===== src/rtl/fetch_queue.sv =====
`default_nettype none
// ============================================================================
// Module   : fetch_queue
// Purpose  : Instruction fetch front end. Owns the fetch PC, issues in-order
//            requests to instruction memory, buffers returned words with
//            their PCs in a DEPTH-entry FIFO and hands them to ID under
//            valid/ready. A redirect from EXE flushes queued words and marks
//            in-flight fetches for discard.
// Revision : 1.0 - initial release
// ----------------------------------------------------------------------------
// Parameters
//   DEPTH     FIFO entries (power of two, >= 2)
//   RESET_PC  first fetch address after reset
// Ports
//   clk            in   1   clock, rising edge
//   reset          in   1   synchronous reset, active-high
//   redirectValid  in   1   EXE redirect strobe
//   redirectPc     in   32  redirect target (bits [1:0] ignored)
//   imemReqValid   out  1   fetch request valid
//   imemReqReady   in   1   imem accepts request
//   imemReqAddr    out  32  fetch address
//   imemRespValid  in   1   response word valid (in order)
//   imemRespData   in   32  response instruction word
//   instrValidF    out  1   instruction available to ID
//   instrF         out  32  instruction to ID (NOP when empty)
//   pcF            out  32  PC of instrF (last delivered PC when empty)
//   instrReadyD    in   1   ID accepts instrF
// Configuration
//   FETCH_QUEUE_BYPASS_EN  when defined, an undropped response arriving at an
//                          empty queue is forwarded to ID in the same cycle.
// ============================================================================
module fetch_queue #(
  parameter int          DEPTH    = 4,
  parameter logic [31:0] RESET_PC = 32'h0000_0000
) (
  input  logic        clk,
  input  logic        reset,
  input  logic        redirectValid,
  input  logic [31:0] redirectPc,
  output logic        imemReqValid,
  input  logic        imemReqReady,
  output logic [31:0] imemReqAddr,
  input  logic        imemRespValid,
  input  logic [31:0] imemRespData,
  output logic        instrValidF,
  output logic [31:0] instrF,
  output logic [31:0] pcF,
  input  logic        instrReadyD
);

  localparam int          C_AW    = $clog2(DEPTH);
  localparam int          C_CW    = C_AW + 1;
  localparam logic [31:0] C_NOP   = 32'h0000_0013;
  localparam logic [C_CW:0] C_DEPTH = (C_CW + 1)'(DEPTH);

  logic [31:0]     r_fetchPc;
  logic [31:0]     r_respPc;
  logic [31:0]     r_lastPc;
  logic [C_CW-1:0] r_count;
  logic [C_CW-1:0] r_outstanding;
  logic [C_CW-1:0] r_dropCount;
  logic [C_AW-1:0] r_wrPtr;
  logic [C_AW-1:0] r_rdPtr;
  logic [31:0]     r_instrMem [DEPTH];
  logic [31:0]     r_pcMem    [DEPTH];

  logic [C_CW:0]   w_inUse;
  logic            w_empty;
  logic            w_accept;
  logic            w_respAcc;
  logic            w_respKeep;
  logic            w_bypass;
  logic            w_pop;
  logic            w_fifoPop;
  logic            w_push;
  logic [31:0]     w_redirTarget;

  // Credit check covers both buffered words and words still in flight, so a
  // returning response always has a free FIFO slot.
  assign w_inUse      = {1'b0, r_count} + {1'b0, r_outstanding};
  assign w_empty      = (r_count == '0);
  assign imemReqValid = !reset && !redirectValid && (w_inUse < C_DEPTH);
  assign imemReqAddr  = r_fetchPc;
  assign w_accept     = imemReqValid && imemReqReady;

  // Responses with nothing outstanding are stray (e.g. issued before reset).
  assign w_respAcc     = imemRespValid && (r_outstanding != '0);
  assign w_respKeep    = w_respAcc && (r_dropCount == '0);
  assign w_redirTarget = redirectPc & 32'hFFFF_FFFC;

`ifdef FETCH_QUEUE_BYPASS_EN
  assign w_bypass = w_respKeep && w_empty && !reset;
`else
  assign w_bypass = 1'b0;
`endif

  assign instrValidF = !w_empty || w_bypass;
  assign instrF      = !w_empty ? r_instrMem[r_rdPtr] : (w_bypass ? imemRespData : C_NOP);
  assign pcF         = !w_empty ? r_pcMem[r_rdPtr]    : (w_bypass ? r_respPc     : r_lastPc);

  assign w_pop     = instrValidF && instrReadyD;
  assign w_fifoPop = w_pop && !w_empty;
  // A bypassed word consumed by ID this cycle never enters the FIFO.
  assign w_push    = w_respKeep && !(w_bypass && instrReadyD);

  always_ff @(posedge clk) begin
    if (reset) begin
      r_fetchPc     <= RESET_PC;
      r_respPc      <= RESET_PC;
      r_lastPc      <= 32'h0000_0000;
      r_count       <= '0;
      r_outstanding <= '0;
      r_dropCount   <= '0;
      r_wrPtr       <= '0;
      r_rdPtr       <= '0;
    end else if (redirectValid) begin
      // Redirect wins over push/pop/accept. Every word still owed by imem is
      // stale; one arriving right now is discarded on the spot.
      r_fetchPc     <= w_redirTarget;
      r_respPc      <= w_redirTarget;
      r_count       <= '0;
      r_wrPtr       <= '0;
      r_rdPtr       <= '0;
      r_outstanding <= r_outstanding - C_CW'(w_respAcc);
      r_dropCount   <= r_outstanding - C_CW'(w_respAcc);
    end else begin
      if (w_accept) begin
        r_fetchPc <= r_fetchPc + 32'd4;
      end
      r_outstanding <= r_outstanding + C_CW'(w_accept) - C_CW'(w_respAcc);
      if (w_respAcc && !w_respKeep) begin
        r_dropCount <= r_dropCount - C_CW'(1);
      end
      if (w_respKeep) begin
        r_respPc <= r_respPc + 32'd4;
      end
      if (w_push) begin
        r_wrPtr <= r_wrPtr + C_AW'(1);
      end
      if (w_fifoPop) begin
        r_rdPtr <= r_rdPtr + C_AW'(1);
      end
      if (w_pop) begin
        r_lastPc <= pcF;
      end
      r_count <= r_count + C_CW'(w_push) - C_CW'(w_fifoPop);
    end
  end

  // Storage needs no reset: entries are only read while r_count says valid.
  always_ff @(posedge clk) begin
    if (!reset && !redirectValid && w_push) begin
      r_instrMem[r_wrPtr] <= imemRespData;
      r_pcMem[r_wrPtr]    <= r_respPc;
    end
  end

endmodule
`default_nettype wire


===== config.mk =====
export PLATFORM = sky130hd
export DESIGN_NAME = fetch_queue
export DESIGN_NICKNAME = d
export VERILOG_FILES = /design/src/rtl/fetch_queue.sv
export SDC_FILE = /design/constraint.sdc
export NUM_CORES = 1
export LEC_CHECK = 0
export ABC_CLOCK_PERIOD_IN_PS = 4890
export CORE_AREA = 2 2 214 164
export CTS_CLUSTER_SIZE = 8
export DETAILED_ROUTE_END_ITERATION = 10
export DIE_AREA = 0 0 216 166
export GPL_ROUTABILITY_DRIVEN = 0
export HOLD_SLACK_MARGIN = 0.1
export PLACE_DENSITY = 0.66
export SYNTH_ARGS = -nofsm -noshare
export SYNTH_HDL_FRONTEND = slang
export SYNTH_SLANG_ARGS = --single-unit

===== constraint.sdc =====
create_clock -name clk -period 4.89 [get_ports clk]
set_input_delay 0.7335 -clock clk [delete_from_list [all_inputs] [get_ports clk]]
set_output_delay 0.7335 -clock clk [all_outputs]
set_load 0.02 [all_outputs]

After elaboration in Yosys (flattened, before gate mapping)

Memories as Yosys holds them, arrays and structs flattened. A register that Yosys moved wholly into a read port is not among the register bits.
Index checks and enable logic that the tools add are counted.
W data, S select, Z words.

Add/subtract/negate cells: 11
Multipliers: 0
Div/mod/pow operators: 0
$lt $le $gt $ge: 1
Equal/unequal tests: 0
Shift-type cells: 0
Multiplexer cells: 15
Bitwise logic cells: 1
Reductions and logical operators: 21

Operator list:

| kind                    | count |
|---|---|
| $mux W32                | 6 |
| $add A32 B3 Y32 const B | 2 |
| $logic_and A1 B1 Y1     | 9 |
| $mux W3                 | 3 |
| $sub A3 B1 Y3           | 3 |
| $mux W2                 | 4 |
| $add A3 B1 Y3           | 2 |
| $logic_not A3 Y1        | 2 |
| $reduce_bool A2 Y1      | 3 |
| $add A2 B1 Y2 const B   | 2 |
| $add A3 B3 Y4           | 1 |
| $logic_not A1 Y1        | 4 |
| $lt A4 B3 Y1 const B    | 1 |
| $reduce_bool A3 Y1      | 1 |
| $sub A3 B1 Y3 const B   | 1 |
| $mux W1                 | 2 |
| $reduce_and A2 Y1       | 1 |
| $reduce_or A2 Y1        | 1 |
| $not A1 Y1              | 1 |

Register bits after elaboration: 109
Latch bits: 0
RAM bits: 256
Bits in read-only memories: 0
Input bits: 70
Output and inout port bits: 98
Logic and storage cells: 61
Memories kept: 2

Memories:

| memory     | depth | width | rd ports | clocked after memory_dff | wr ports | line | RTL |
|---|---|---|---|---|---|---|---|
| r_instrMem | 4     | 32    | 1        | 1                        | 1        | 64   | `logic [31:0] r_instrMem [DEPTH];` |
| r_pcMem    | 4     | 32    | 1        | 1                        | 1        | 65   | `logic [31:0] r_pcMem [DEPTH];` |

Logic depth before layout (Yosys ltp)

Gate-level depths: netlist (run 1).

Word-level depth: 7
Mapped depth: 13
Mapped depth without buffers: 12

Worst setup path after synthesis (run 1)

Ideal clock, no wire load.

Path kind: input to register
Start point: input port imemRespValid
End point: memory r_instrMem[0][0] (enable)
Library setup time: 0.427 ns
Arrival time: 2.905 ns
Required time: 4.463 ns
Setup slack: 1.558 ns
Stages on the path: 5
Buffers on the path: 2
Path through: and3b_1 > buf_2 > and2_1 > buf_2 > and3_1

Word-level cells in the longest chain between the ends: 5

RTL lines:

| what                          | line | RTL |
|---|---|---|
| start, declared               | 43   | `input logic imemRespValid,` |
| $logic_and A1 B1 Y1           | 87   | `assign w_respAcc = imemRespValid && (r_outstanding != '0);` |
| $logic_and A1 B1 Y1           | 88   | `assign w_respKeep = w_respAcc && (r_dropCount == '0);` |
| $logic_and A1 B1 Y1           | 152  | `if (!reset && !redirectValid && w_push) begin` |
| $mux W1                       | 152  |  |
| $mux W1 (not written as such) | 153  | `r_instrMem[r_wrPtr] <= imemRespData;` |
| end, declared                 | 64   |  |

Every way passes these cells.

==> results by group, run 1 <==
Placed design
  – I/O Buffers: 163
  – DP Cell Count: 1704
  – Dpl hpwl: 22010 µm

Power
  – Net switching fraction of the power: 0.2704
  – Leak: between 0.006 and 0.007 µW
  – Max rail drop VDD: approximately 240 µV
  – Sequential power share: 0.430
  – Combinational share of power: 0.180
  – Overall Power: 8115 µW
  – Switch Pwr: approximately 2200 µW
  – Clock network fraction of design power: 0.390
  – P_int: 5920 µW
  – PwrDens: 436.8 mW/mm²

Logic synthesis
  – Yosys top cell by area: edfxtp_1
  – Top cell type's share of synthesized area: 0.4960
  – Number of synthesized flops with an enable pin: 248
  – Post-synthesis compound-gate area fraction: 0.04725
  – Top-count cell post-synth: edfxtp_1
  – Synth cell types: 67
  – Async set or reset register ratio after synthesis: 0
  – Top cells by area, synth: edfxtp_1 (50%), dfxtp_1 (14%), mux4_2 (9.3%), nand2_1 (3.6%), nor2_1 (2.3%)
  – Area share of xor/xnor cells in the synthesized design: 0.02450
  – Synth warn: 0
  – Adder-cell share of the synthesized area: 0.01600
  – Most frequent cells after synthesis: edfxtp_1 (248), nand2_1 (144), dfxtp_1 (107)
  – Simple-Gate Fraction of Synth Area: 0.1499
  – Top_reg_cell synth: edfxtp_1
  – Cells after Synth: between 1000 and 1500
  – Seq/Total Area, Yosys: 0.6386
  – Cell area after synthesis: 0.01502 mm²
  – Seq cells post-synth: 355
  – Synth Area per Inst: 13.28 µm²
  – Post-synthesis mux area share: 0.09524
  – Largest family of logic cells by synthesized area: simple AND/OR/NAND/NOR gates

Floorplan
  – Initial Util: 0.4422
  – FP Rows: 59
  – Die area: 0.03586 mm²
  – Chip width: ~220 µm
  – Die height: 166 µm
  – Core ar.: 0.03396 mm²
  – Ports: around 170

Clock tree
  – Hold Buf Count CTS: 0
  – Clock transition at path regs: 0.05 ns
  – CTS tree: done
  – Post-CTS setup buffer count: 0
  – Worst-Skew Late Latency: 0.55 ns
  – Resized cells post-CTS: 0
  – Root Buffer: clkbuf_16
  – Clock sinks: 355
  – CTS H-tree lvls: 2
  – Inserted Clock Buffers: 50
  – CTS Buffer Depth: 3

Timing
  – Crit share post-route: 0.7628
  – Finish-stage setup viols: 0
  – Setup TNS: 0 ns
  – RSZ-0062 raised after global routing: no
  – Final hold slack: 0.4687 ns
  – Final slew viol count: 0
  – Least-Margin Pin Slew: 0.9506 ns
  – Fin crit period: 3.730 ns
  – Final Hold Vio Count: 0
  – Relative slew margins: 0.3639
  – Final setup skew: 0.02752 ns
  – Fmax: 268.1 MHz

Detailed routing
  – Drt wl/cell: 19.61 µm
  – DR pass1 iterations: 5
  – Remaining antenna violation count: 0
  – Drt initial violations: 811
  – Final WL: 35170 µm
  – Via-to-Cell Ratio: ~5.4
  – DRC viols: 0
  – Vias post-DR: 9709

Layout
  – Synth-to-Final Area Change: 23.73%
  – Layout fillers: between 2000 and 3000
  – Fin cells: 1793
  – Ant. Diodes: 0
  – Nets: 1387
  – Layout cells sized above 1: 0.1310

Worst setup path
  – Critical path fanouts, max: 22
  – Arrival @ worst endpoint: 3.00 ns
  – Startpoint class of the critical path: flip-flop
  – Worst EP required: 4.16 ns
  – Kind of critical path: flip-flop to output pin
  – Crit end category: output pin

Global routing
  – GR Util met1: 0.2774
  – Grt peak-use layer: met2
  – First-pass GRT wire length: between 50000 and 60000 µm
  – GRT Overall Usage: 0.1962
  – Vias in the first global route: around 9800
  – Met2 Usage GRT: 0.3147
  – Initial antenna violation count: 0
  – Total gr overflow: 0
  – Largest net degree at the start of global routing: a little under 70
  – Global-route track usage on met3: 0.03297

Run
  – Max Cap Violations: 0

Outcome
  – Status: finished clean

Min path
  – Hold crit path type: flip-flop to flip-flop
## per-layer routing
metal	up-vias	part of all wire
met5	-	0
met4	0	0.023
met3	62	0.048
met2	269	0.48
met1	4854	0.45
li1	4524	-
## power groups by stage
stage,combinational [µW],clock (µW),sequential [µW]
2_1_floorplan,855,0,3520
3_3_place_gp,1450,0,3540
3_5_place_dp,1470,0,3550
4_1_cts,1480,3220,3490
5_1_grt,1590,3360,3500
6_report,1460,3170,3490
## final timing paths
check	cells past startpoint	slack [ns]	start	end
max reg2reg	14	1.72	r_count[2]$_SDFF_PP0_	r_outstanding[2]$_SDFF_PP0_
min reg2reg	1	0.47	r_lastPc[1]$_SDFFE_PP0P_	r_lastPc[1]$_SDFFE_PP0P_
min	1	0.47	r_lastPc[1]$_SDFFE_PP0P_	r_lastPc[1]$_SDFFE_PP0P_
max	4	1.16	flip-flop	instrF[4]
## cells by family after synthesis
group / Yosys count
fa+ha+maj: 18
other cells: 1
buf+inv: 98
compound gates: 108
xor+xnor: 42
flops: 355
mux: 65
simple gates: 444
## registers in the layout, summed over array words and instances (netlist names), named ones only
signal         cells
imemReqAddr       30
r_count            3
r_dropCount        3
r_instrMem       128
r_lastPc          32
r_outstanding      3
r_pcMem          120
r_rdPtr            2
r_respPc          30
r_wrPtr            2
## critical path, cell delays in order, from the launching register on
cell and delay, ns:
dfxtp_4 0.66, buf_4 0.38, mux4_2 0.53, or2_2 0.30, clkdlybuf4s50_1 0.56
## metrics by stage
step	util	setup WS [ns]	instance area (µm²)
floorplan	-	1.558	15020
global placement	0.5045	1.282	17130
detailed placement	0.5045	1.316	17130
CTS	0.5471	1.070	18580
global route	0.5471	0.9958	18580
finish	0.5471	1.160	18580
## layout by cell type, fill, tap and decap left out, types with 12 or more instances in the layout
| master | instances |
|---|---|
| nand4_1 | 18 |
| or3_1 | 12 |
| nand2_1 | 144 |
| a21boi_0 | 12 |
| nor3_1 | 41 |
| dfxtp_1 | 105 |
| ha_1 | 16 |
| o21ai_0 | 16 |
| clkbuf_1 | 35 |
| inv_1 | 27 |
| edfxtp_1 | 248 |
| nor2_1 | 93 |
| xnor2_1 | 33 |
| and2_1 | 39 |
| buf_4 | 15 |
| a21oi_1 | 26 |
| nand3_1 | 26 |
| mux4_2 | 62 |
| a31oi_1 | 13 |
| clkdlybuf4s50_1 | 161 |
| clkbuf_16 | 51 |
## area by class of cell
class	count	area [µm²]	area share
flip-flops and latches	355	9594	0.5164
multi-input cells	679	5020	0.2702
repair buffers	182	1829	0.09846
clock buffers	86	1408	0.07576
well taps	457	571.8	0.03078
inverters	31	116.4	0.006263
clock inverters	3	40.04	0.002155
Power figures use the tool's default switching activity.
==> run 2: changes to the inputs <==
--- a/config.mk
+++ b/config.mk
@@ -5,14 +5,14 @@
 export SDC_FILE = /design/constraint.sdc
 export NUM_CORES = 1
 export LEC_CHECK = 0
-export ABC_CLOCK_PERIOD_IN_PS = 4890
+export ABC_CLOCK_PERIOD_IN_PS = 3300
 export CORE_AREA = 2 2 214 164
 export CTS_CLUSTER_SIZE = 8
 export DETAILED_ROUTE_END_ITERATION = 10
 export DIE_AREA = 0 0 216 166
 export GPL_ROUTABILITY_DRIVEN = 0
 export HOLD_SLACK_MARGIN = 0.1
-export PLACE_DENSITY = 0.66
+export PLACE_DENSITY = 0.68
 export SYNTH_ARGS = -nofsm -noshare
 export SYNTH_HDL_FRONTEND = slang
 export SYNTH_SLANG_ARGS = --single-unit
==> constraint.sdc (replaced) <==
create_clock -name clk -period 3.3 [get_ports clk]
set_input_delay 0.495 -clock clk [delete_from_list [all_inputs] [get_ports clk]]
set_output_delay 0.495 -clock clk [all_outputs]
set_load 0.02 [all_outputs]
==> run 2 against run 1 <==
  * Die area unchanged
  * Clock power up 45%
  * Non-clock buffer count up 13
  * Critical endpoint is now pcF[25]
  * Utilization up 0.46 points
  * Highest routed layer unchanged
==> results by group, run 2 (same netlist as run 1, synthesis figures left out) <==
Outcome
  – Status: finished clean

Global routing
  – Total gr overflow: 0 (unchanged)
  – Largest net degree at the start of global routing: 63 (-8.7%)
  – Initial antenna violation count: 0 (unchanged)
  – GRT Overall Usage: 0.1921 (-0.004079)
  – First-pass GRT wire length: 54370 µm (-2.2%)
  – Vias in the first global route: 9773 (-0.23%)

Placed design
  – Dpl hpwl: 21910 µm (-0.45%)
  – I/O Buffers: 163 (unchanged)

Floorplan
  – FP Rows: 59 (unchanged)
  – Ports: 168 (unchanged)
  – Die height: 166 µm (unchanged)
  – Initial Util: 0.4422 (unchanged)
  – Die area: 0.03586 mm² (unchanged)
  – Chip width: 216 µm (unchanged)
  – Core ar.: 0.03396 mm² (unchanged)

Worst setup path
  – Worst EP required: 2.80 ns (-1.36 ns)
  – Max incr delay on CP: 0.55 ns (-0.11 ns)
  – Startpoint class of the critical path: flip-flop
  – Crit end category: output pin
  – Largest delay contributor family on the critical path: buffers and inverters
  – Critical path fanouts, max: 25 (+14%)
  – R2R cell count: 12 (-2)
  – WP buf/inv: 2 (unchanged)
  – Arrival @ worst endpoint: 2.55 ns (-0.45 ns)
  – Slowest cell on the critical path: clkdlybuf4s50_1
  – Reg2reg start: r_count[2]$_SDFF_PP0_
  – WP depth: 5 (+1)
  – Cells along the critical path: buf_12 > mux4_2 > nand2_1 > nand2_1 > clkdlybuf4s50_1
  – Kind of critical path: flip-flop to output pin
  – Crit path top cell by count: nand2_1

Power
  – Max rail drop VDD: 493.9 µV (+110%)
  – Leak: 0.006323 µW (+1.3%)
  – PwrDens: 638.0 mW/mm² (+46%)

Detailed routing
  – Via-to-Cell Ratio: 5.407 (-0.15%)
  – Remaining antenna violation count: 0 (unchanged)
  – DR pass1 iterations: 5 (unchanged)
  – DRC viols: 0 (unchanged)
  – Drt wl/cell: 19.08 µm (-2.7%)
  – Drt initial violations: 945 (+17%)
  – Vias post-DR: 9759 (+0.51%)
  – Final WL: 34450 µm (-2.1%)

Layout
  – Layout cells sized above 1: 0.1395 (+0.008478)
  – Commonest non-fill, non-tap cell in the layout: edfxtp_1
  – Synth-to-Final Area Change: 24.78%
  – Nets: 1400 (+0.94%)
  – Ant. Diodes: 0 (unchanged)
  – Most frequent cells in the layout: edfxtp_1 (248), clkdlybuf4s50_1 (161), nand2_1 (144)
  – Max reg flops: 128 (unchanged)
  – Regs by FF count: r_instrMem: 128 flops, r_pcMem: 120 flops, r_lastPc: 32 flops
  – Largest Register: r_instrMem

Clock tree
  – CTS H-tree lvls: 2 (unchanged)
  – Clock transition at path regs: 0.05 ns (about the same)
  – CTS tree: done
  – Clock sinks: 355 (unchanged)
  – Post-CTS setup buffer count: 0 (unchanged)
  – Worst-Skew Late Latency: 0.54 ns (about the same)
  – Resized cells post-CTS: 0 (unchanged)
  – Root Buffer: clkbuf_16
  – CTS Buffer Depth: 3 (unchanged)
  – Inserted Clock Buffers: 50 (unchanged)
  – Hold Buf Count CTS: 0 (unchanged)

Timing
  – Final setup skew: 0.01617 ns (-0.01135 ns)
  – Least-Margin Pin Slew: 0.7226 ns (-0.2280 ns)
  – RSZ-0062 raised after global routing: no
  – Fin crit period: 3.046 ns
  – Final slew viol count: 0 (unchanged)
  – Crit share post-route: 0.9232
  – Relative slew margins: 0.5177 (+0.1538)
  – Fmax: 328.3 MHz
  – Final Hold Vio Count: 0 (unchanged)
  – Finish-stage setup viols: 0 (unchanged)
  – Final hold slack: 0.4582 ns (-0.01056 ns)
  – Setup TNS: 0 ns (unchanged)

Min path
  – Hold-critical path depth: 3 (+2)
  – Hold crit path type: primary input to flip-flop
  – Worst Hold Launch: redirectValid

Run
  – Max Cap Violations: 0 (unchanged)
## run 2: changes by cell type in the layout (fill, tap and decap cells not counted)
| cell | change |
|---|---|
| buf_12 | +7 |
| buf_4 | +6 |
| inv_6 | +2 |
| clkbuf_1 | -1 |
| clkbuf_16 | -1 |
| clkinv_8 | -1 |
## run 2: worst register-to-register path, delay by kind of cell (launching register included)
| family | cells | cell delay, ns |
|---|---|---|
| AND/OR/NAND/NOR | 3 | 0.44 |
| flip-flops | 1 | 0.43 |
| AO/OA/AOI/OAI | 1 | 0.19 |
| buffers and inverters | 2 | 0.09 |
| XOR/XNOR | 2 | 0.28 |
| adder cells (fa/ha/maj) | 4 | 1.10 |
## run 2: path summary, 6_finish.rpt
kind,to,slack (ns)
worst max-delay path,pcF[25],0.25
worst max register to register,r_outstanding[2]$_SDFF_PP0_,0.64
worst min register to register,r_lastPc[1]$_SDFFE_PP0P_,0.47
worst min-delay path,r_wrPtr[1]$_SDFFE_PP0P_,0.46
## run 2: where the power goes
part	internal [µW]	leakage [µW]	switching [µW]
clock network	2810	0.000672	1770
registers	4980	0.00313	181
logic	963	0.00252	1240
total	8760	0.00632	3200
## run 2: final cells by class
class,instances,area [µm²]
fill,2771,15220
sequential,355,9594
multi-input combinational,679,5020
timing repair buffer,195,2014
clock buffer,84,1379
tap,457,571.8
inverter,31,116.4
clock inverter,4,41.29
## run 2: layer usage
metal,track usage,wire length [µm],vias up
met5,0,0,-
met4,0.05539,688,0
met3,0.03205,1796,52
met2,0.3060,16470,288
met1,0.2736,15490,4877
li1,-,-,4542
## run 2: metrics by stage
step                cell area (µm²)  instances    util  total power [µW]  worst slack (ns)
floorplan                     15020       1132       -              6477            0.1590
global placement              17280       1712  0.5088              7424            0.3813
detailed placement            17280       1712  0.5088              7464            0.3522
CTS                           18700       1800  0.5507             12090           0.05031
global route                  18740       1805  0.5518             12490            0.1440
finish                        18740       1805  0.5518             11950            0.2536
==> run 3: changes to the inputs <==
--- a/config.mk
+++ b/config.mk
@@ -12,7 +12,7 @@
 export DIE_AREA = 0 0 216 166
 export GPL_ROUTABILITY_DRIVEN = 0
 export HOLD_SLACK_MARGIN = 0.1
-export PLACE_DENSITY = 0.68
+export PLACE_DENSITY = 0.74
 export SYNTH_ARGS = -nofsm -noshare
 export SYNTH_HDL_FRONTEND = slang
 export SYNTH_SLANG_ARGS = --single-unit
==> constraint.sdc (replaced) <==
create_clock -name clk -period 3.3 [get_ports clk]
set_input_delay 0.495 -clock clk [delete_from_list [all_inputs] [get_ports clk]]
set_output_delay 0.495 -clock clk [all_outputs]
set_load 0.05 [all_outputs]
==> run 3 against run 2 <==
  * Critical path depth decreased by 1
  * Sequential power is essentially flat
  * Sequential share of layout area increased by 0.055 points
  * Global-route usage up 0.60 points
  * Maximum frequency shrank 2.5%
  * Worst hold slack worse by 0.080 ns
  * Critical endpoint is now instrF[4]
  * Largest cell class unchanged
==> results by group, run 3 (same netlist as run 1, synthesis figures left out) <==
Timing
  – Fin crit period: 3.126 ns (+0.07922 ns)
  – Relative slew margins: 0.5124 (-0.005336)
  – Least-Margin Pin Slew: 0.7287 ns (+0.006090 ns)
  – Final hold slack: 0.3787 ns (-0.07950 ns)
  – Worst setup margin: 0.1744 ns (-0.07922 ns)
  – Setup TNS: 0 ns (unchanged)
  – RSZ-0062 raised after global routing: no
  – Crit share post-route: 0.9472 (+0.02401)
  – Final Hold Vio Count: 0 (unchanged)
  – Fmax: 319.9 MHz (-2.5%)
  – Final setup skew: 0.02310 ns (+0.006934 ns)
  – Finish-stage setup viols: 0 (unchanged)
  – Final slew viol count: 0 (unchanged)

Worst setup path
  – Kind of critical path: flip-flop to output pin
  – Critical R2R Capture: r_outstanding[2]$_SDFF_PP0_
  – CP endpoint: instrF[4]
  – WP depth: 4 (-1)
  – Crit end category: output pin
  – Critical path fanouts, max: 29 (+16%)
  – Worst EP required: 2.80 ns (about the same)
  – Max incr delay on CP: 0.85 ns (+0.30 ns)
  – Startpoint class of the critical path: flip-flop
  – Largest delay contributor family on the critical path: buffers and inverters
  – Arrival @ worst endpoint: 2.63 ns (+0.08 ns)
  – Flop-to-flop setup slack: 0.64 ns (about the same)
  – R2R cell count: 12 (unchanged)
  – WP buf/inv: 2 (unchanged)
  – Worst setup path start: r_count[1]$_SDFF_PP0_
  – Reg2reg start: r_outstanding[2]$_SDFF_PP0_
  – Cells along the critical path: nor3_4 > buf_4 > or2_2 > clkdlybuf4s50_1
  – Slowest cell on the critical path: clkdlybuf4s50_1

Layout
  – Ant. Diodes: 0 (unchanged)
  – Footprint of the multi-input gates: 0.005020 mm² (unchanged)
  – Commonest non-fill, non-tap cell in the layout: edfxtp_1
  – Layout Utilization: 0.5512 (-0.0005900)
  – Synth-to-Final Area Change: 24.65%
  – Nets: 1411 (+0.79%)
  – Fin cells: 1817 (+0.66%)
  – Max reg flops: 128 (unchanged)
  – Regs by FF count: r_instrMem: 128 flops, r_pcMem: 120 flops, r_lastPc: 32 flops
  – Layout fillers: 2810 (+1.4%)
  – Layout cells sized above 1: 0.1706 (+0.03112)
  – Storage cell area: 0.009594 mm² (unchanged)
  – Largest Register: r_instrMem
  – Most frequent cells in the layout: edfxtp_1 (248), nand2_1 (144), clkdlybuf4s50_1 (112)

Clock tree
  – Clock transition at path regs: 0.05 ns (about the same)
  – CTS tree: done
  – CTS Buffer Depth: 3 (unchanged)
  – Root Buffer: clkbuf_16
  – CTS H-tree lvls: 2 (unchanged)
  – Worst-Skew Late Latency: 0.55 ns (about the same)
  – Clock sinks: 355 (unchanged)
  – Inserted Clock Buffers: 50 (unchanged)

Global routing
  – Initial antenna violation count: 0 (unchanged)
  – GR Util met1: 0.2825 (+0.008951)
  – Largest net degree at the start of global routing: 63 (unchanged)
  – Met2 Usage GRT: 0.3160 (+0.009926)
  – Grt peak-use layer: met2
  – Vias in the first global route: 9853 (+0.82%)
  – Total gr overflow: 0 (unchanged)
  – GRT Overall Usage: 0.1981 (+0.006001)
  – First-pass GRT wire length: 55690 µm (+2.4%)
  – Global-route track usage on met3: 0.03260 (+0.0005495)

Floorplan
  – Ports: 168 (unchanged)
  – FP Rows: 59 (unchanged)
  – Core ar.: 0.03396 mm² (unchanged)
  – Chip width: 216 µm (unchanged)
  – Initial Util: 0.4422 (unchanged)
  – Die area: 0.03586 mm² (unchanged)
  – Die height: 166 µm (unchanged)

Placed design
  – I/O Buffers: 163 (unchanged)
  – Dpl hpwl: 23260 µm (+6.2%)
  – Pre-CTS setup slack: 0.3816 ns (+0.02939 ns)
  – DP Cell Count: 1722 (+0.58%)

Power
  – Switch Pwr: 3766 µW (+18%)
  – Sequential power share: 0.410 (-0.022)
  – PwrDens: 673.4 mW/mm² (+5.6%)
  – Clock network fraction of design power: 0.376 (-0.008)
  – Leak: 0.006586 µW (+4.1%)
  – Combinational share of power: 0.214 (+0.029)
  – Net switching fraction of the power: 0.2988 (+0.03128)
  – P_int: 8839 µW (+0.94%)
  – Max rail drop VDD: 340.9 µV (-31%)

Detailed routing
  – Drt wl/cell: 19.54 µm (+2.4%)
  – Drt initial violations: 737 (-22%)
  – Vias post-DR: 9819 (+0.61%)
  – Via-to-Cell Ratio: 5.404 (about the same)
  – Final WL: 35510 µm (+3.1%)
  – DR pass1 iterations: 6 (+1)
  – Remaining antenna violation count: 0 (unchanged)
  – DRC viols: 0 (unchanged)

Min path
  – Hold crit path type: primary input to flip-flop

Run
  – Max Cap Violations: 0 (unchanged)

Outcome
  – Status: finished clean
## run 3: changes by cell type in the layout (fill, tap and decap cells not counted), moves of 2 or more
cell	change
dlygate4sd2_1	+10
clkbuf_16	+3
buf_4	+50
dlymetal6s2s_1	+5
inv_6	-2
buf_12	-5
clkdlybuf4s50_1	-49
## run 3: area by class of cell
| type | instances | area share |
|---|---|---|
| flip-flops and latches | 355 | 0.5126 |
| multi-input cells | 679 | 0.2682 |
| repair buffers | 206 | 0.1042 |
| clock buffers | 88 | 0.07788 |
| well taps | 457 | 0.03055 |
| inverters | 31 | 0.006217 |
| clock inverters | 1 | 0.0004011 |
## run 3: timing repair
item                                    in CTS  in global routing
setup buffers                                0                  6
gates resized for setup                     10                  5
hold buffers                                 0                  0
endpoints found under the setup margin      10                  9
## run 3: power by group through the flow
| stage | Clock [µW] | Combinational, µW | Sequential (µW) |
|---|---|---|---|
| CTS | 4850 | 2720 | 5160 |
| detailed placement | 0 | 2730 | 5250 |
| finish | 4740 | 2700 | 5160 |
| global placement | 0 | 2700 | 5230 |
| floorplan | 0 | 1750 | 5260 |
| global route | 5040 | 2900 | 5190 |
## run 3: how the worst min path moves through the flow
stage | endpoint | from | slack (ns) | cells past startpoint
floorplan | r_lastPc[0]$_SDFFE_PP0P_ | r_lastPc[0]$_SDFFE_PP0P_ | 0.45 | 1
global placement | r_lastPc[1]$_SDFFE_PP0P_ | r_lastPc[1]$_SDFFE_PP0P_ | 0.46 | 1
detailed placement | r_lastPc[1]$_SDFFE_PP0P_ | r_lastPc[1]$_SDFFE_PP0P_ | 0.47 | 1
CTS | r_count[0]$_SDFF_PP0_ | reset | 0.35 | 3
global route | r_count[0]$_SDFF_PP0_ | reset | 0.39 | 3
finish | r_count[0]$_SDFF_PP0_ | reset | 0.38 | 3
## run 3: through the flow
stage	power [µW]	area, µm²
6_report	12600	18720
5_1_grt	13120	18720
3_5_place_dp	7977	17210
4_1_cts	12730	18660
3_3_place_gp	7932	17210
2_1_floorplan	7017	15020
## run 3: worst reg2reg max path: stages (launching register included)
cell	delay [ns]
dfxtp_1	0.43
ha_1	0.29
nor3b_1	0.16
and3_1	0.21
inv_2	0.05
ha_1	0.26
inv_1	0.04
ha_1	0.18
fa_1	0.37
xor2_1	0.14
o21ai_0	0.19
xnor2_1	0.15
nor2_1	0.05
## run 3: routing by layer
| layer | vias to the layer above | wire (µm) |
|---|---|---|
| met5 | - | 0 |
| met4 | 0 | 591 |
| met3 | 47 | 1714 |
| met2 | 288 | 17110 |
| met1 | 4907 | 16090 |
| li1 | 4577 | - |
